### src/rtl/fetch_unit.sv
// PC sequencer and fetch control for the 9-bit core.
// Owns the branch target table and the retired-instruction counter.
module fetch_unit #(
  parameter int              PC_W       = 10,
  parameter int              LUT_AW     = 3,
  parameter logic [PC_W-1:0] START_ADDR = '0
) (
  input  logic              CLK,
  input  logic              RESET_N,
  input  logic              start,
  input  logic              stall,
  input  logic [8:0]        Instruction,
  input  logic              branch_en,
  input  logic              lut_wr_en,
  input  logic [LUT_AW-1:0] lut_wr_addr,
  input  logic [PC_W-1:0]   lut_wr_data,
  output logic [PC_W-1:0]   PC,
  output logic              fetch_valid,
  output logic              done,
  output logic [15:0]       instr_count
);

  typedef enum logic [1:0] {
    IDLE,
    RUN,
    HALTED
  } state_t;

  localparam int LUT_N = 2 ** LUT_AW;

  state_t            state;
  logic [PC_W-1:0]   lut [LUT_N];
  logic [LUT_AW-1:0] br_idx;
  logic              is_halt;
  logic              take_br;
  logic              seq;
  logic              cnt_sat;

  assign br_idx      = Instruction[3 +: LUT_AW];
  assign is_halt     = (Instruction == 9'h1FF);
  assign take_br     = branch_en & ~is_halt;
  assign seq         = ~branch_en & ~is_halt;
  assign cnt_sat     = (instr_count == 16'hFFFF);
  assign fetch_valid = (state == RUN);

  // Branch reads see the pre-edge table, so a same-cycle write wins next time.
  always_ff @(posedge CLK or negedge RESET_N) begin
    if (!RESET_N) begin
      state       <= IDLE;
      PC          <= START_ADDR;
      done        <= 1'b0;
      instr_count <= '0;
      for (int i = 0; i < LUT_N; i++) lut[i] <= '0;
    end else begin
      if (lut_wr_en) lut[lut_wr_addr] <= lut_wr_data;
      case (state)
        IDLE: begin
          if (start) begin
            state       <= RUN;
            PC          <= START_ADDR;
            instr_count <= '0;
          end
        end
        RUN: begin
          if (!stall) begin
            if (!cnt_sat) instr_count <= instr_count + 16'd1;
            unique case (1'b1)
              is_halt: begin
                state <= HALTED;
                done  <= 1'b1;
              end
              take_br: PC <= lut[br_idx];
              seq:     PC <= PC + PC_W'(1);
            endcase
          end
        end
        HALTED: begin
          if (start) begin
            state       <= RUN;
            done        <= 1'b0;
            PC          <= START_ADDR;
            instr_count <= '0;
          end
        end
        default: state <= IDLE;
      endcase
    end
  end

endmodule

### config.mk
export PLATFORM = sky130hd
export DESIGN_NAME = fetch_unit
export DESIGN_NICKNAME = d
export VERILOG_FILES = /design/src/rtl/fetch_unit.sv
export SDC_FILE = /design/constraint.sdc
export NUM_CORES = 1
export LEC_CHECK = 0
export ABC_AREA = 1
export CAP_MARGIN = 20
export CORE_UTILIZATION = 55
export CTS_CLUSTER_SIZE = 30
export DETAILED_ROUTE_END_ITERATION = 12
export GPL_ROUTABILITY_DRIVEN = 0
export MAX_ROUTING_LAYER = met4
export PLACE_DENSITY = 0.78
export REMOVE_ABC_BUFFERS = 1
export SLEW_MARGIN = 20
export SYNTH_ARGS = -nofsm -noshare
export SYNTH_HDL_FRONTEND = slang
export SYNTH_SLANG_ARGS = --single-unit
### constraint.sdc
create_clock -name CLK -period 1.9 [get_ports CLK]
set_input_delay 0.38 -clock CLK [delete_from_list [all_inputs] [get_ports CLK]]
set_output_delay 0.38 -clock CLK [all_outputs]
set_load 0.01 [all_outputs]
==> flow_metrics.tcl, run 1 <==
set metrics [dict create \
    hold_class "primary input to asynchronous set/reset pin" \
    worstPathArrival_ps 1450 \
    muxShareOfSynthArea_pct 0 \
    cts-buffers-inserted 9 \
    syn_area_mm2 0.005482 \
    preCtsSetupSlack_ps -135.9 \
    die_x_um 101.8 \
    cts_sinks 109 \
    fin_nets 802 \
    synth_fa_ha_area_share_pct 0.4565 \
    port_buffers 55 \
    p_per_area_mw_per_mm2 858.6 \
    ys_seq_elements 109 \
    drt_wl_total_um 13330 \
    critPathSlowestCell "clkdlybuf4s50_1" \
    max_freq_mhz 545.1 \
    die_area_mm2 0.01037 \
    vdd_ir_drop_max_uv 448.4 \
    fin_util_pct 67.18 \
    insertion_delay_ps 380 \
    rr_startpoint "instr_count[1]" \
    critPathBufInv 1 \
    path_clk_slew_ps 100 \
    cts_tree "yes" \
    relSlewSlack_pct 70.24 \
    fillerInstances 839 \
    crit_path_max_fanout 7 \
    seq_area_frac_synth_pct 49.76 \
    die_h_um 101.8 \
    crit_family "buffers and inverters" \
    cp.required_ps 1520 \
    ios 56 \
    r2r-end "instr_count[0]" \
    hold_buffers 0 \
    end_kind "output port" \
    status "finished, final reports clean" \
    grt_pass1_vias 4485 \
    reg2reg_slack_ps 250 \
    fp-row-count 36 \
    ys_types 32 \
    antenna_found_initial 0 \
    clockBufferDepth 2 \
    finalWorstSetupSlack_ps 65.51 \
    drt_iter0_drc 320 \
    hold_violations 0 \
    fin_worst_skew_ps 9.908 \
    worstMarginPinSlew_ps 446.4 \
    crit_path_cell_trace "clkdlybuf4s50_1" \
    wire_per_inst_um 14.65 \
    period_needed_ps 1834 \
    synth-xor-area-share_pct 2.077 \
    cap_violations 0 \
    regArea_mm2 0.002729 \
    crit_type "flip-flop to output port" \
    dr.pass1.iters 5 \
    slew_violations 0 \
    dpl.hpwl_um 9341 \
    vias_per_cell 5.420 \
    clockRootBuffer "clkbuf_8" \
    drtAntennaViolNets 0 \
    synth_simple_gate_area_share_pct 31.57 \
    area_growth_pct 19.24 \
    vias 4932 \
    synthCells 706 \
    grt_pass1_wl_um 21870 \
    yosys_warnings 0 \
    track_usage_pct 28.42 \
    synth_top_family_by_area "simple AND/OR/NAND/NOR gates" \
    synth_area_per_cell_um2 7.764 \
    synth_compound_area_share_pct 10.45 \
    multi_input_area_mm2 0.002447 \
    drive_gt1_share_pct 9.910 \
    critPathMaxStageDelay_ps 580 \
    startpoint_type "flip-flop" \
    htree_levels 3 \
    start_util_pct 56.34 \
    grt_max_degree 80 \
    core_region_area_mm2 0.009729 \
    layout_worst_path_cycle_share_pct 96.55 \
    p_leak_nw 3.075 \
    rsz0062_at_grt "false" \
    grt.overflow.total 0 \
    setup_viol 0 \
    r2r.worst_path.cells 7 \
    remaining_drc_errors 0 \
    insertedDiodeCount 0 \
]
-- what timing repair did --
item,CTS,global route
setup endpoints to repair,1,1
gates cloned,0,0
gates resized for setup,1,1
buffers inserted,0,0
hold endpoints to repair,0,0
-- logic make-up after synthesis --
group	Yosys count
adders and majority gates	2
DFF	109
buffers and inverters	76
AOI/OAI and AO/OA	104
xor gates and xnor gates	13
and+or+nand+nor	402
-- Yosys cell counts --
cell type  count  area [um^2]
clkbuf_1      26        97.59
o21bai_1       2        15.01
buf_1          3        11.26
nand2_4        1        11.26
and2_1         1        6.260
nand4_1        4        25.02
inv_1         41        153.9
dfrtp_1      109         2728
nor3_1         2        10.01
o21ai_2       12        105.1
clkinv_1       1        3.750
nor3_4         1        16.27
a21oi_1       11        55.05
nand2_2        6        37.54
nand3b_1       3        22.52
nand3_2        1        10.01
nand2_1      251        942.2
buf_6          1        11.26
o21ai_0       77        385.4
o211ai_1       1        7.510
inv_2          1        3.750
ha_1           2        25.02
nand3_4        1        17.52
xnor2_1        6        52.55
xor2_1         7        61.31
o21ai_1        1        5.000
buf_2          2        10.01
nor2_1        35        131.4
buf_12         1        20.02
nor2_2         1        6.260
nor2_4         3        33.78
nand3_1       92        460.4
-- metrics by stage --
stage / hold slack (ps) / TNS [ps] / area (um^2) / std cells / power [W]
after CTS: 30.30 / 0 / 6535 / 910 / 0.005639
after global routing: 54.83 / 0 / 6536 / 910 / 0.005941
after detailed placement: 443.4 / -1244 / 6361 / 894 / 0.004341
after floorplan: 84.41 / 0 / 5331 / 673 / 0.003728
final: 12.74 / 0 / 6536 / 910 / 0.005612
after global placement: 439.3 / -313.3 / 6361 / 894 / 0.004281
-- sequential cells by signal, summed over array words and instances (netlist names) --
| name | cells |
|---|---|
| lut | 80 |
| state | 2 |
| PC | 10 |
| done | 1 |
| instr_count | 16 |
-- worst max-delay path by stage --
stage	startpoint	to	slack, ps	depth (start not counted)
floorplan	lut_wr_addr[2]	lut[8]	100	3
global placement	Instruction[5]	PC[3]	-40	9
detailed placement	Instruction[5]	PC[1]	-140	9
CTS	PC[5]	PC[5]	40	1
global route	instr_count[7]	instr_count[7]	30	1
finish	instr_count[13]	instr_count[13]	70	1
-- layout make-up --
class,instances,area share (%)
flip-flops and latches,109,41.75
multi-input cells,521,37.44
repair buffers,88,13.11
well taps,133,2.546
inverters,43,2.469
clock buffers,11,2.010
clock inverters,5,0.6700
-- placed cells by master, fill, tap and decap left out, drive strengths merged, types with 4 or more instances in the layout --
cell,netlist,routed
a21oi,11,11
buf,7,34
clkbuf,26,11
clkdlybuf4s50,0,53
dfrtp,109,109
inv,42,45
nand2,258,258
nand3,94,94
nand4,4,4
nor2,39,39
o21ai,90,90
xnor2,6,6
xor2,7,7
-- per-layer routing --
metal	wire length [um]	track usage, %
met3	784	4.651
met5	0	-
met2	6188	42.20
met1	6268	40.72
met4	89	7.582
-- report_power, final --
part	internal [W]	switching, W	total, W
combinational	0.000601	0.000680	0.00128
sequential	0.00272	0.000297	0.00302
clock	0.000497	0.000813	0.00131
total	0.00382	0.00179	0.00561
Note: power is estimated with default switching activity, not from simulation.
==> run 2, diff against run 1 <==
DONT_BUFFER_PORTS = 1   (was default)
PLACE_DENSITY = 0.7   (was 0.78)
==> flow_metrics.tcl, run 2 (synthesized netlist as in run 1, its figures left out) <==
set metrics [dict create \
    start_util_pct 56.34 \
    p_leak_nw 2.792 \
    p_per_area_mw_per_mm2 922.4 \
    cts-buffers-inserted 9 \
    layout_worst_path_cycle_share_pct 88.87 \
    insertedDiodeCount 0 \
    post_cts_buffers 0 \
    final_common_cell "nand2_1" \
    final_area_mm2 0.005842 \
    htree_levels 3 \
    layout_common_cells "nand2_1, dfrtp_1, nand3_1" \
    hold_violations 109 \
    cts_sinks 109 \
    hold_class "primary input to asynchronous set/reset pin" \
    wire_per_inst_um 15.04 \
    cts-resized-gates 0 \
    grt_pass1_wl_um 20820 \
    worstPathArrival_ps 1930 \
    die_x_um 101.8 \
    fin_worst_skew_ps 10.60 \
    largest_registers "lut (80), instr_count (16), PC (10)" \
    fin_util_pct 60.04 \
    core_region_area_mm2 0.009729 \
    period_needed_ps 1689 \
    crit_path_cell_trace "nand2_1 -> nor3_4 -> nand3_4 -> nand3_2 -> o21ai_0" \
    remaining_drc_errors 1 \
    crit_path_max_fanout 14 \
    grt_max_degree 110 \
    regMostFlops "lut" \
    cts_tree "yes" \
    area_growth_pct 6.574 \
    preCtsSetupSlack_ps 220.7 \
    fp-row-count 36 \
    rsz0062_at_grt "false" \
    cp.required_ps 2140 \
    grt.overflow.total 0 \
    vdd_ir_drop_max_uv 438.7 \
    clockBufferDepth 2 \
    crit_type "flip-flop to flip-flop" \
    drive_gt1_share_pct 8.487 \
    slew_violations 0 \
    dpl.hpwl_um 8198 \
    setup_viol 0 \
    port_buffers 0 \
    drt_wl_total_um 12640 \
    insertion_delay_ps 370 \
    path_clk_slew_ps 100 \
    startpoint_type "flip-flop" \
    largest_register_ffs 80 \
    antenna_found_initial 0 \
    track_usage_pct 27.08 \
    clockRootBuffer "clkbuf_8" \
    cap_violations 0 \
    max_freq_mhz 592.2 \
    status "finished, violations left" \
    fin_tns_setup_ps 0 \
    vias 4606 \
    fin_nets 732 \
    finalWorstSetupSlack_ps 211.5 \
    grt_pass1_vias 4286 \
    post_dp_cell_area_mm2 0.005650 \
    critPathSlowestCell "dfrtp_1" \
    whs_ps -313.2 \
    ios 56 \
    vias_per_cell 5.483 \
    die_h_um 101.8 \
    violations "design-rule violations, negative hold slack" \
    die_area_mm2 0.01037 \
    end_kind "flip-flop" \
    worstMarginPinSlew_ps 699.8 \
    critPathMaxStageDelay_ps 490 \
    drt_iter0_drc 340 \
    relSlewSlack_pct 53.24 \
    drtAntennaViolNets 0 \
    dr.pass1.iters 9 \
]
-- run 2: cell types whose count changed in the layout (fill, tap and decap cells not counted), sizes merged --
cell           delta
inv               -2
buf              -16
clkinvlp          -1
clkinv            +2
bufinv            +1
dlygate4sd2       -1
clkdlybuf4s50    -53
-- run 2: where the power goes --
group,switching [W],internal (W)
logic,0.000530,0.000397
registers,0.000322,0.00272
clock network,0.000801,0.000617
total,0.00165,0.00374
-- run 2: area by class of cell --
cell class / instances / area [um^2]
flip-flops and latches: 109 / 2728
clock buffers: 11 / 131.4
multi-input cells: 521 / 2447
inverters: 43 / 161.4
repair buffers: 18 / 147.6
well taps: 133 / 166.4
fillers: 952 / 3887
clock inverters: 5 / 60.06
-- run 2: per-stage QoR --
stage          hold slack [ps]  total power [W]  std cells
2_1_floorplan            84.41         0.003728        673
3_3_place_gp             86.63         0.003965        824
3_5_place_dp             86.49         0.004006        824
4_1_cts                 -329.3         0.005408        840
5_1_grt                 -341.2         0.005718        840
6_report                -313.2         0.005389        840
-- run 2: path summary, 6_finish.rpt --
kind	slack [ps]	cells after the start	end	startpoint
hold reg to reg	490	2	lut[38]	lut[38]
max in group asynchronous	2080	0	lut[20]	RESET_N
hold / removal	-310	0	instr_count[12]	RESET_N
setup / recovery	210	5	instr_count[2]	instr_count[5]
setup reg to reg	210	5	instr_count[2]	instr_count[5]
min in group CLK	130	1	state[1]	start
-- run 2: critical path, delay by kind of cell (launching register included) --
kind	cells	cell delay (ps)
AO/OA/AOI/OAI	1	140
flip-flops	1	490
AND/OR/NAND/NOR	4	920
-- run 2: layer usage --
metal / GRT usage, % / wire length, um / up-vias
met5: - / 0 / -
met4: 6.703 / 76 / 0
met3: 4.241 / 730 / 7
met2: 42.83 / 5744 / 138
met1: 36.82 / 6084 / 2189
li1: - / - / 2272
==> run 3, diff against run 2 <==
CORE_MARGIN = 2   (was default)
==> flow_metrics.tcl, run 3 (synthesized netlist as in run 1, its figures left out) <==
set metrics [dict create \
    status "finished, violations left" \
    violations "negative hold slack" \
    vias_per_cell 5.483 \
    die_area_mm2 0.01078 \
    end_kind "flip-flop" \
    rsz0062_at_grt "false" \
    worstPathArrival_ps 1860 \
    grt_pass1_wl_um 21680 \
    p_leak_nw 2.803 \
    drt_iter0_drc 327 \
    drive_gt1_share_pct 8.898 \
    cap_violations 0 \
    fin_nets 733 \
    antenna_found_initial 0 \
    cts-buffers-inserted 9 \
    fin_tns_setup_ps 0 \
    hold_class "primary input to asynchronous set/reset pin" \
    die_x_um 103.8 \
    core_region_area_mm2 0.009729 \
    relSlewSlack_pct 54.76 \
    startpoint_type "flip-flop" \
    whs_ps -328.2 \
    drtAntennaViolNets 0 \
    track_usage_pct 25.55 \
    post_cts_buffers 0 \
    period_needed_ps 1596 \
    port_buffers 0 \
    wire_per_inst_um 15.14 \
    cp.required_ps 2160 \
    vdd_ir_drop_max_uv 521.1 \
    slew_violations 0 \
    largest_register_ffs 80 \
    layout_common_cells "nand2_1, dfrtp_1, nand3_1" \
    r2r-end "instr_count[2]" \
    final_common_cell "nand2_1" \
    layout_worst_path_cycle_share_pct 84.00 \
    area_growth_pct 6.871 \
    grt_pass1_vias 4427 \
    fin_worst_skew_ps 10.82 \
    r2r.worst_path.cells 6 \
    max_freq_mhz 626.5 \
    p_per_area_mw_per_mm2 913.3 \
    worstMarginPinSlew_ps 676.9 \
    clockBufferDepth 2 \
    die_h_um 103.8 \
    clockRootBuffer "clkbuf_8" \
    htree_levels 3 \
    insertedDiodeCount 0 \
    cts_sinks 109 \
    fp-row-count 36 \
    grt_max_degree 110 \
    start_util_pct 56.34 \
    path_clk_slew_ps 110 \
    crit_path_max_fanout 14 \
    vias 4611 \
    rr_startpoint "instr_count[0]" \
    remaining_drc_errors 0 \
    fin_util_pct 60.21 \
    ios 56 \
    setup_viol 0 \
    dpl.hpwl_um 8324 \
    hold_violations 109 \
    insertion_delay_ps 390 \
    regMostFlops "lut" \
    crit_type "flip-flop to flip-flop" \
    dr.pass1.iters 5 \
    cts_tree "yes" \
    drt_wl_total_um 12730 \
    largest_registers "lut (80), instr_count (16), PC (10)" \
    reg2reg_slack_ps 300 \
    grt.overflow.total 0 \
]
==> run 3: cell count changes in the layout (fill, tap and decap cells not counted), sizes merged <==
cell and delta:
clkinv +2, buf +1, bufinv -1, clkbuf -1, clkinvlp -1, inv +1
==> run 3: final cells by class <==
class | count | area [um^2]
fillers | 889 | 3871
clock buffers | 10 | 137.6
inverters | 43 | 161.4
flip-flops and latches | 109 | 2728
repair buffers | 19 | 155.1
well taps | 133 | 166.4
clock inverters | 6 | 55.05
multi-input cells | 521 | 2455
==> run 3: how the worst max path moves through the flow <==
stage                    from         endpoint  slack, ps  cells after the start
2_1_floorplan  lut_wr_addr[2]           lut[8]        100                      3
3_3_place_gp   instr_count[0]  instr_count[13]        280                      6
3_5_place_dp   instr_count[1]   instr_count[2]        180                      6
4_1_cts        instr_count[0]   instr_count[2]        160                      6
5_1_grt        instr_count[0]   instr_count[2]        130                      6
6_report       instr_count[0]   instr_count[2]        300                      6
==> run 3: report_power, final <==
| group | switching (W) | internal [W] | total, W |
|---|---|---|---|
| clock | 0.000842 | 0.000536 | 0.00138 |
| combinational | 0.000527 | 0.000398 | 0.000925 |
| sequential | 0.000324 | 0.00272 | 0.00305 |
==> run 3: critical path, cell delays in order, from the launching register on <==
cell	delay, ps
dfrtp_1	360
ha_1	200
nand3_1	180
nor3_4	240
nand3_4	150
nand3_4	220
o21ai_0	120
==> run 3: stage by stage <==
step / hold slack (ps) / std cells / worst slack [ps] / power [W] / instance area, um^2
global placement: 86.76 / 825 / 283.2 / 0.003965 / 5658
floorplan: 84.41 / 673 / 96.28 / 0.003728 / 5331
finish: -328.2 / 841 / 303.9 / 0.005350 / 5858
CTS: -338.0 / 841 / 161.9 / 0.005379 / 5851
detailed placement: 87.05 / 825 / 181.0 / 0.004011 / 5658
global route: -342.2 / 841 / 133.6 / 0.005684 / 5858
==> run 3: per-layer routing <==
layer | part of all wire [%] | wire [um] | GRT usage [%] | vias to the layer above
met1 | 47 | 6022 | 35.49 | 2172
met3 | 5.3 | 681 | 3.839 | 19
li1 | - | - | - | 2272
met4 | 1.6 | 199 | 8.687 | 0
met5 | 0 | 0 | - | -
met2 | 46 | 5830 | 38.72 | 148
==> run 3: repair_timing <==
action	4_1_cts	5_1_grt
gates resized for setup	0	1
endpoints found under the hold margin	109	109
setup endpoints to repair	0	1
